--- config.mk ---
export PLATFORM = sky130hd
export DESIGN_NAME = slot_payout_ctrl
export DESIGN_NICKNAME = d
export VERILOG_FILES = /design/src/rtl/slot_payout_ctrl.sv
export SDC_FILE = /design/constraint.sdc
export NUM_CORES = 1
export LEC_CHECK = 0
export CORE_MARGIN = 1.5
export CORE_UTILIZATION = 29
export DETAILED_ROUTE_END_ITERATION = 8
export MAX_ROUTING_LAYER = met4
export REMOVE_ABC_BUFFERS = 1
export SLEW_MARGIN = 25
export SYNTH_ARGS = -nofsm -noshare
export SYNTH_HDL_FRONTEND = slang
export SYNTH_SLANG_ARGS = --single-unit
--- constraint.sdc ---
create_clock -name clk -period 4.43 [get_ports clk]
set_input_delay 0.886 -clock clk [delete_from_list [all_inputs] [get_ports clk]]
set_output_delay 0.886 -clock clk [all_outputs]
set_load 0.05 [all_outputs]
--- src/rtl/slot_payout_ctrl.sv ---
// slot_payout_ctrl
//   Player-side spin controller. A button press debits the bet, waits out
//   the spin window, latches the three RNG reels, classifies the result,
//   and credits the payout (saturating). It also holds the credit balance.
//
// Ports
//   clk            system clock, rising edge
//   reset          synchronous active-high reset
//   button_press   spin button (level; a rising edge starts a spin)
//   rng1..rng3     live reel values from the RNG
//   reel1..reel3   reel values latched on the last spin
//   win_class      0 none, 1 pair, 2 triple, 3 jackpot
//   payout         payout of the last spin
//   credit         current credit balance
//   busy           high whenever not IDLE
//   result_valid   one-cycle pulse in PAY
//   no_credit      one-cycle pulse when a press is rejected for low credit
//
// state  | meaning
// IDLE   | waiting for a button edge
// SPIN   | counting down the spin window
// SAMPLE | latching reels from the RNG
// EVAL   | classifying reels into win_class/payout
// PAY    | crediting payout, result_valid high
module slot_payout_ctrl #(
  parameter int CREDIT_W    = 16,
  parameter int INIT_CREDIT = 1000,
  parameter int BET         = 10,
  parameter int SPIN_CYCLES = 50,
  parameter int PAY_JACKPOT = 5000,
  parameter int PAY_TRIPLE  = 500,
  parameter int PAY_PAIR    = 50
) (
  input  logic                clk,
  input  logic                reset,
  input  logic                button_press,
  input  logic [2:0]          rng1,
  input  logic [2:0]          rng2,
  input  logic [2:0]          rng3,
  output logic [2:0]          reel1,
  output logic [2:0]          reel2,
  output logic [2:0]          reel3,
  output logic [1:0]          win_class,
  output logic [CREDIT_W-1:0] payout,
  output logic [CREDIT_W-1:0] credit,
  output logic                busy,
  output logic                result_valid,
  output logic                no_credit
);

  localparam int CNT_W = (SPIN_CYCLES > 1) ? $clog2(SPIN_CYCLES) : 1;

  typedef enum logic [2:0] {
    S_IDLE   = 3'd0,
    S_SPIN   = 3'd1,
    S_SAMPLE = 3'd2,
    S_EVAL   = 3'd3,
    S_PAY    = 3'd4
  } state_e;

  state_e              state_q, state_d;
  logic [CNT_W-1:0]    cnt_q;
  logic [CREDIT_W-1:0] credit_q;
  logic [CREDIT_W-1:0] pay_q;
  logic [1:0]          win_q;
  logic [2:0]          reel1_q, reel2_q, reel3_q;
  logic                btn_q;
  logic                no_credit_q;

  logic                start;
  logic                afford;
  logic                eq12, eq13, eq23;
  logic [1:0]          win_d;
  logic [CREDIT_W-1:0] pay_d;
  logic [CREDIT_W:0]   sum;
  logic [CREDIT_W-1:0] credit_sat;

  assign start  = (state_q == S_IDLE) && button_press && !btn_q;
  assign afford = credit_q >= CREDIT_W'(BET);

  // State register
  always_ff @(posedge clk) begin
    if (reset) state_q <= S_IDLE;
    else       state_q <= state_d;
  end

  // Next-state logic
  always_comb begin
    state_d = state_q;
    case (state_q)
      S_IDLE:   if (start && afford) state_d = S_SPIN;
      S_SPIN:   if (cnt_q == '0)     state_d = S_SAMPLE;
      S_SAMPLE: state_d = S_EVAL;
      S_EVAL:   state_d = S_PAY;
      S_PAY:    state_d = S_IDLE;
      default:  state_d = S_IDLE;
    endcase
  end

  // Output logic
  always_comb begin
    busy         = (state_q != S_IDLE);
    result_valid = (state_q == S_PAY);
  end

  // Classification from the latched reels; jackpot takes priority over triple.
  always_comb begin
    eq12 = (reel1_q == reel2_q);
    eq13 = (reel1_q == reel3_q);
    eq23 = (reel2_q == reel3_q);
    win_d = 2'd0;
    pay_d = '0;
    if (eq12 && eq13 && (reel1_q == 3'b111)) begin
      win_d = 2'd3;
      pay_d = CREDIT_W'(PAY_JACKPOT);
    end else if (eq12 && eq13) begin
      win_d = 2'd2;
      pay_d = CREDIT_W'(PAY_TRIPLE);
    end else if (eq12 || eq13 || eq23) begin
      win_d = 2'd1;
      pay_d = CREDIT_W'(PAY_PAIR);
    end
  end

  // One extra bit catches the carry so the balance clamps instead of wrapping.
  assign sum        = {1'b0, credit_q} + {1'b0, pay_q};
  assign credit_sat = sum[CREDIT_W] ? '1 : sum[CREDIT_W-1:0];

  always_ff @(posedge clk) begin
    if (reset) begin
      // btn_q resets high so a button held through reset cannot start a spin.
      btn_q       <= 1'b1;
      credit_q    <= CREDIT_W'(INIT_CREDIT);
      cnt_q       <= '0;
      reel1_q     <= '0;
      reel2_q     <= '0;
      reel3_q     <= '0;
      win_q       <= '0;
      pay_q       <= '0;
      no_credit_q <= 1'b0;
    end else begin
      btn_q       <= button_press;
      no_credit_q <= start && !afford;
      case (state_q)
        S_IDLE: begin
          if (start && afford) begin
            credit_q <= credit_q - CREDIT_W'(BET);
            cnt_q    <= CNT_W'(SPIN_CYCLES - 1);
          end
        end
        S_SPIN: begin
          if (cnt_q != '0) cnt_q <= cnt_q - 1'b1;
        end
        S_SAMPLE: begin
          reel1_q <= rng1;
          reel2_q <= rng2;
          reel3_q <= rng3;
        end
        S_EVAL: begin
          win_q <= win_d;
          pay_q <= pay_d;
        end
        S_PAY: begin
          credit_q <= credit_sat;
        end
        default: ;
      endcase
    end
  end

  assign reel1     = reel1_q;
  assign reel2     = reel2_q;
  assign reel3     = reel3_q;
  assign win_class = win_q;
  assign payout    = pay_q;
  assign credit    = credit_q;
  assign no_credit = no_credit_q;

endmodule
After elaboration in Yosys (flattened, before gate mapping). Index checks and enable logic that the tools add are counted.

Flip-flop bits (word level): 54. Latch bits: 0. RAM bits: 0. Memory bits (read-only): 0. Output and inout port bits: 46. Word-level logic and storage cells: 59. Memories kept: 0.

$add $sub $neg: 3. Multiply operators: 0. Div/mod/pow operators: 0. Order comparisons: 1. Equality and inequality tests: 11. Shift operators: 0. Mux-type cells: 15. Bitwise operators: 0. Reduce and logical (&&, ||, !) cells: 19.

Operators with widths (number): $mux 16 (2); $pmux 16 s2 (1); $mux 6 (3); $add 16x16->17 (1); $ge 16x4->1 const B (1); $sub 16x4->16 const B (1); $mux 13 (1); $pmux 3 s4 (1); $pmux 6 s2 (1); $eq 3x3->1 (3); $mux 9 (1); $eq 3x2->1 const B (2); $eq 3x3->1 const B (2); $logic_and 1x1->1 (6); $logic_not 6->1 (1); $mux 3 (2); $reduce_bool 6->1 (1); $sub 6x1->6 const B (1); $mux 2 (2); $ne 2x2->1 const B (2); $reduce_and 2->1 (2); $reduce_bool 2->1 (2); $eq 3x1->1 const B (1); $logic_not 3->1 (1); other kinds (6) (8).

Depth between registers and ports, before layout.
Depth after elaboration: 6. Mapped depth: 9. Gate-level depth less buffers: 8.

Worst setup path after synthesis. Ideal clock, no wire load.

Path type: register to output. Start: register state_q[2]. End: output result_valid. Data arrival time: 1684 ps. Setup slack: 1860 ps. Cell stages (with the launch flop): 5. Path buffers: 2. Cell sequence: dfxtp_1 clkbuf_1 nand2_1 inv_1 clkbuf_1.

Longest elaborated chain between the ends: 1.

Ends and longest elaborated chain: start: declaration (line 61) `state_e state_q, state_d;`; start signal: assignment (line 84) `else state_q <= state_d;`; $eq 3x3->1 (line 103) `result_valid = (state_q == S_PAY);`; end: declaration (line 47) `output logic result_valid,`.

No other way between the ends.

Worst setup path after layout.
Start: register state_q[1]. End: output result_valid.

The elaborated chain is that of the path after synthesis.

==> metrics.md <==
| Metric | Value |
|---|---|
| Maximum clock insertion buffer count | `2` |
| DRC | `0` |
| Number of antenna violations at the first check in global routing | `0` |
| Depth of the CTS H-tree | `2` |
| Sequential area share after synthesis | `0.303` |
| Min-delay worst type | `reg2reg` |
| Mean number of vias per cell | `5.07` |
| Number of standard cells after synthesis | `327` |
| Number of diodes added for antenna fixing | `0` |
| Slew of the pin with the lowest slew margin | `just under 1 ns` |
| Clock period minus final worst setup slack | `~3.4 ns` |
| Via count | `roughly 2500` |
| Mean Syn Cell Area | `around 8.5 um^2` |
| Yosys warnings | `0` |
| Max-slew headroom | `0.335` |
| Count of port buffers added during placement | `a little over 50` |
| Number of endpoints failing setup at the final stage | `0` |
| Setup tns final | `0 ns` |
| Post-layout instance count excluding filler cells | `~500` |
| CP Capture Type | `output port` |
| Total power per unit cell area | `342 nW/um^2` |
| Leakage | `1.21 nW` |
| Total Die Area | `a little over 10000 um^2` |
| Placeable core area | `just over 9000 um^2` |
| Setup CP Type | `reg2out` |
| Area growth from synthesis to layout | `23.2%` |
| Clock latency at the later pin of the worst-skew pair | `0.30 ns` |
| Wire length per cell after detailed routing | `about 14 um` |
| Worst-case clock skew | `0.00790 ns` |
| Estimated wirelength of the detail-placed design | `5300 um` |
| Yosys reg bits | `42` |
| Site row count | `35` |
| Final design instance area without fill | `around 3400 um^2` |
| Maximum fanout along the worst path | `15` |
| Library cell used as clock root buffer | `sky130_fd_sc_hd__clkbuf_8` |
| Initial core utilization | `0.300` |
| WP data arrival | `approximately 2.6 ns` |
| Number of violations reported at the end of detailed-routing iteration 0 | `91` |
| Wire length of the first global-routing pass | `~11000 um` |
| Placer congestion estimate | `between 0.8 and 0.9` |
| Fraction of final layout cells with drive strength greater than 1 | `0.0654` |
| Max Cap Violations | `0` |
| Aggregate global-route resource usage | `0.145` |
| Hold buffers post-CTS | `0` |
| Number of distinct library cell variants in the gate-level netlist after synthesis | `67` |
| Origin of the worst min-delay path | `credit[0]` |
| Gr ovfl total | `0` |
| First-pass iteration count of the detailed router | `4` |
| Post-Syn Area | `between 2000 and 3000 um^2` |
| Final hold violation count | `0` |
| Cell Count Post-Placement | `just under 500` |
| Width of the die | `about 100 um` |
| Final Cycle Share | `0.777` |
| Placed Instance Area | `around 3300 um^2` |
| Num CTS Buffers | `5` |
| Number of flops mapped to enable cells by yosys | `0` |
| Placement Setup Slack | `roughly 1.3 ns` |
| Commonest cells after routing, fill and taps aside | `sky130_fd_sc_hd__clkdlybuf4s50_1 (51), sky130_fd_sc_hd__dfxtp_1 (42), sky130_fd_sc_hd__nor2_1 (31), sky130_fd_sc_hd__a21oi_1 (26)` |
| Total routed wirelength | `7010 um` |
| Die span in y | `between 100 and 150 um` |
| Number of buffers inserted to repair setup after CTS | `0` |
| Number of gates resized after CTS | `0` |
| Number of top-level pins | `58` |
| Most frequent standard cell in the layout excluding fill and tap cells | `sky130_fd_sc_hd__clkdlybuf4s50_1` |
| Outcome | `complete, no violations` |
| Required time at the worst-slack endpoint | `3.54 ns` |
| Clock Sinks | `42` |
| Largest net degree at the start of global routing | `25` |
| Final max-slew violation count | `0` |
| Top achievable clock speed | `around 290 MHz` |
| Maximum VDD drop | `0.000170 V` |
| Clock slew seen by the registers of the worst setup and hold paths | `roughly 0.08 ns` |
| Crit path launch | `state_q[1]` |
| Remaining antenna violation count after routing | `0` |
| R2R Path Start | `credit[1]` |
| Share of the core filled with cells | `0.370` |
| Proportion of synthesized flip-flops having asynchronous set or reset | `0` |
| Via count of the first global-routing pass | `2352` |
| Critical path launch point type | `register` |
| Worst setup margin | `a little under 1 ns` |
| Most common flop cell mapped by yosys | `sky130_fd_sc_hd__dfxtp_1` |
| Nets | `approximately 400` |
| Clock tree from TritonCTS | `yes` |
| Unrepaired setup endpoints after global routing | `false` |
==> sequential cells by signal, summed over array words and instances, names as in the netlist <==
name,cells
credit,16
cnt_q,6
payout,5
reel1,3
reel2,3
reel3,3
state_q,3
btn_q,1
no_credit,1
win_class,1
==> report_power, final <==
group          switching, mW  internal [mW]  total [mW]
combinational          0.263          0.172       0.435
clock                  0.141          0.125       0.266
sequential            0.0557          0.413       0.469
total                  0.460          0.711        1.17
==> final cells by class <==
class                   instances  area, um^2
flip-flops and latches         42         841
multi-input cells             254        1760
clock buffers                   6        82.6
well taps                     129         161
inverters                      10        37.5
repair buffers                 53         526
clock inverters                 2        12.5
fillers                       963        5820
==> worst paths after layout <==
kind,end,slack (ns),cells after the start
worst max register to register,credit[15],1.70,8
worst max-delay path,result_valid,0.99,4
worst min register to register,credit[0],0.46,2
worst min-delay path,credit[0],0.46,2
==> metal layers <==
metal,up-vias,track usage,share of wire
li1,1253,-,-
met1,1184,0.178,0.45
met2,69,0.243,0.49
met3,10,0.0298,0.045
met4,0,0.0368,0.011
met5,-,-,0
==> Yosys cell counts (5+ instances only) <==
cell | count | area, um^2
sky130_fd_sc_hd__mux2i_1 | 10 | 100
sky130_fd_sc_hd__nor2_1 | 31 | 116
sky130_fd_sc_hd__nand2_1 | 23 | 86.3
sky130_fd_sc_hd__nand3_1 | 14 | 70.1
sky130_fd_sc_hd__nor3_1 | 7 | 35.0
sky130_fd_sc_hd__a21o_1 | 5 | 37.5
sky130_fd_sc_hd__inv_1 | 10 | 37.5
sky130_fd_sc_hd__xor2_1 | 5 | 43.8
sky130_fd_sc_hd__o21ai_0 | 9 | 45.0
sky130_fd_sc_hd__xnor2_1 | 23 | 201
sky130_fd_sc_hd__clkbuf_1 | 7 | 26.3
sky130_fd_sc_hd__buf_4 | 12 | 90.1
sky130_fd_sc_hd__ha_1 | 13 | 163
sky130_fd_sc_hd__dfxtp_1 | 42 | 841
sky130_fd_sc_hd__buf_2 | 5 | 25.0
sky130_fd_sc_hd__a211oi_1 | 8 | 60.1
sky130_fd_sc_hd__a21oi_1 | 26 | 130
==> critical path, stage by stage (launching register included) <==
cell                              delay, ns
sky130_fd_sc_hd__dfxtp_1               0.40
sky130_fd_sc_hd__nor2_1                0.17
sky130_fd_sc_hd__nand2_1               0.23
sky130_fd_sc_hd__inv_1                 0.54
sky130_fd_sc_hd__clkdlybuf4s50_1       0.92
==> cell families (layout without fill, tap and decap cells) <==
group,count (synthesis),in the layout,share of synthesized area
buffers and inverters,36,71,0.0699
muxes,11,11,0.0401
adders and majority gates,14,14,0.0659
AOI/OAI and AO/OA,83,83,0.203
xor gates and xnor gates,28,28,0.0884
DFF,42,42,0.303
and+or+nand+nor,112,112,0.229
other,1,6,0.00135
==> per-stage QoR <==
step / total power [mW] / hold slack (ns)
2_1_floorplan: 0.789 / 0.479
3_3_place_gp: 0.905 / 0.444
3_5_place_dp: 0.913 / 0.442
4_1_cts: 1.18 / 0.455
5_1_grt: 1.24 / 0.479
6_report: 1.17 / 0.457
Note: power is estimated with default switching activity, not from simulation.
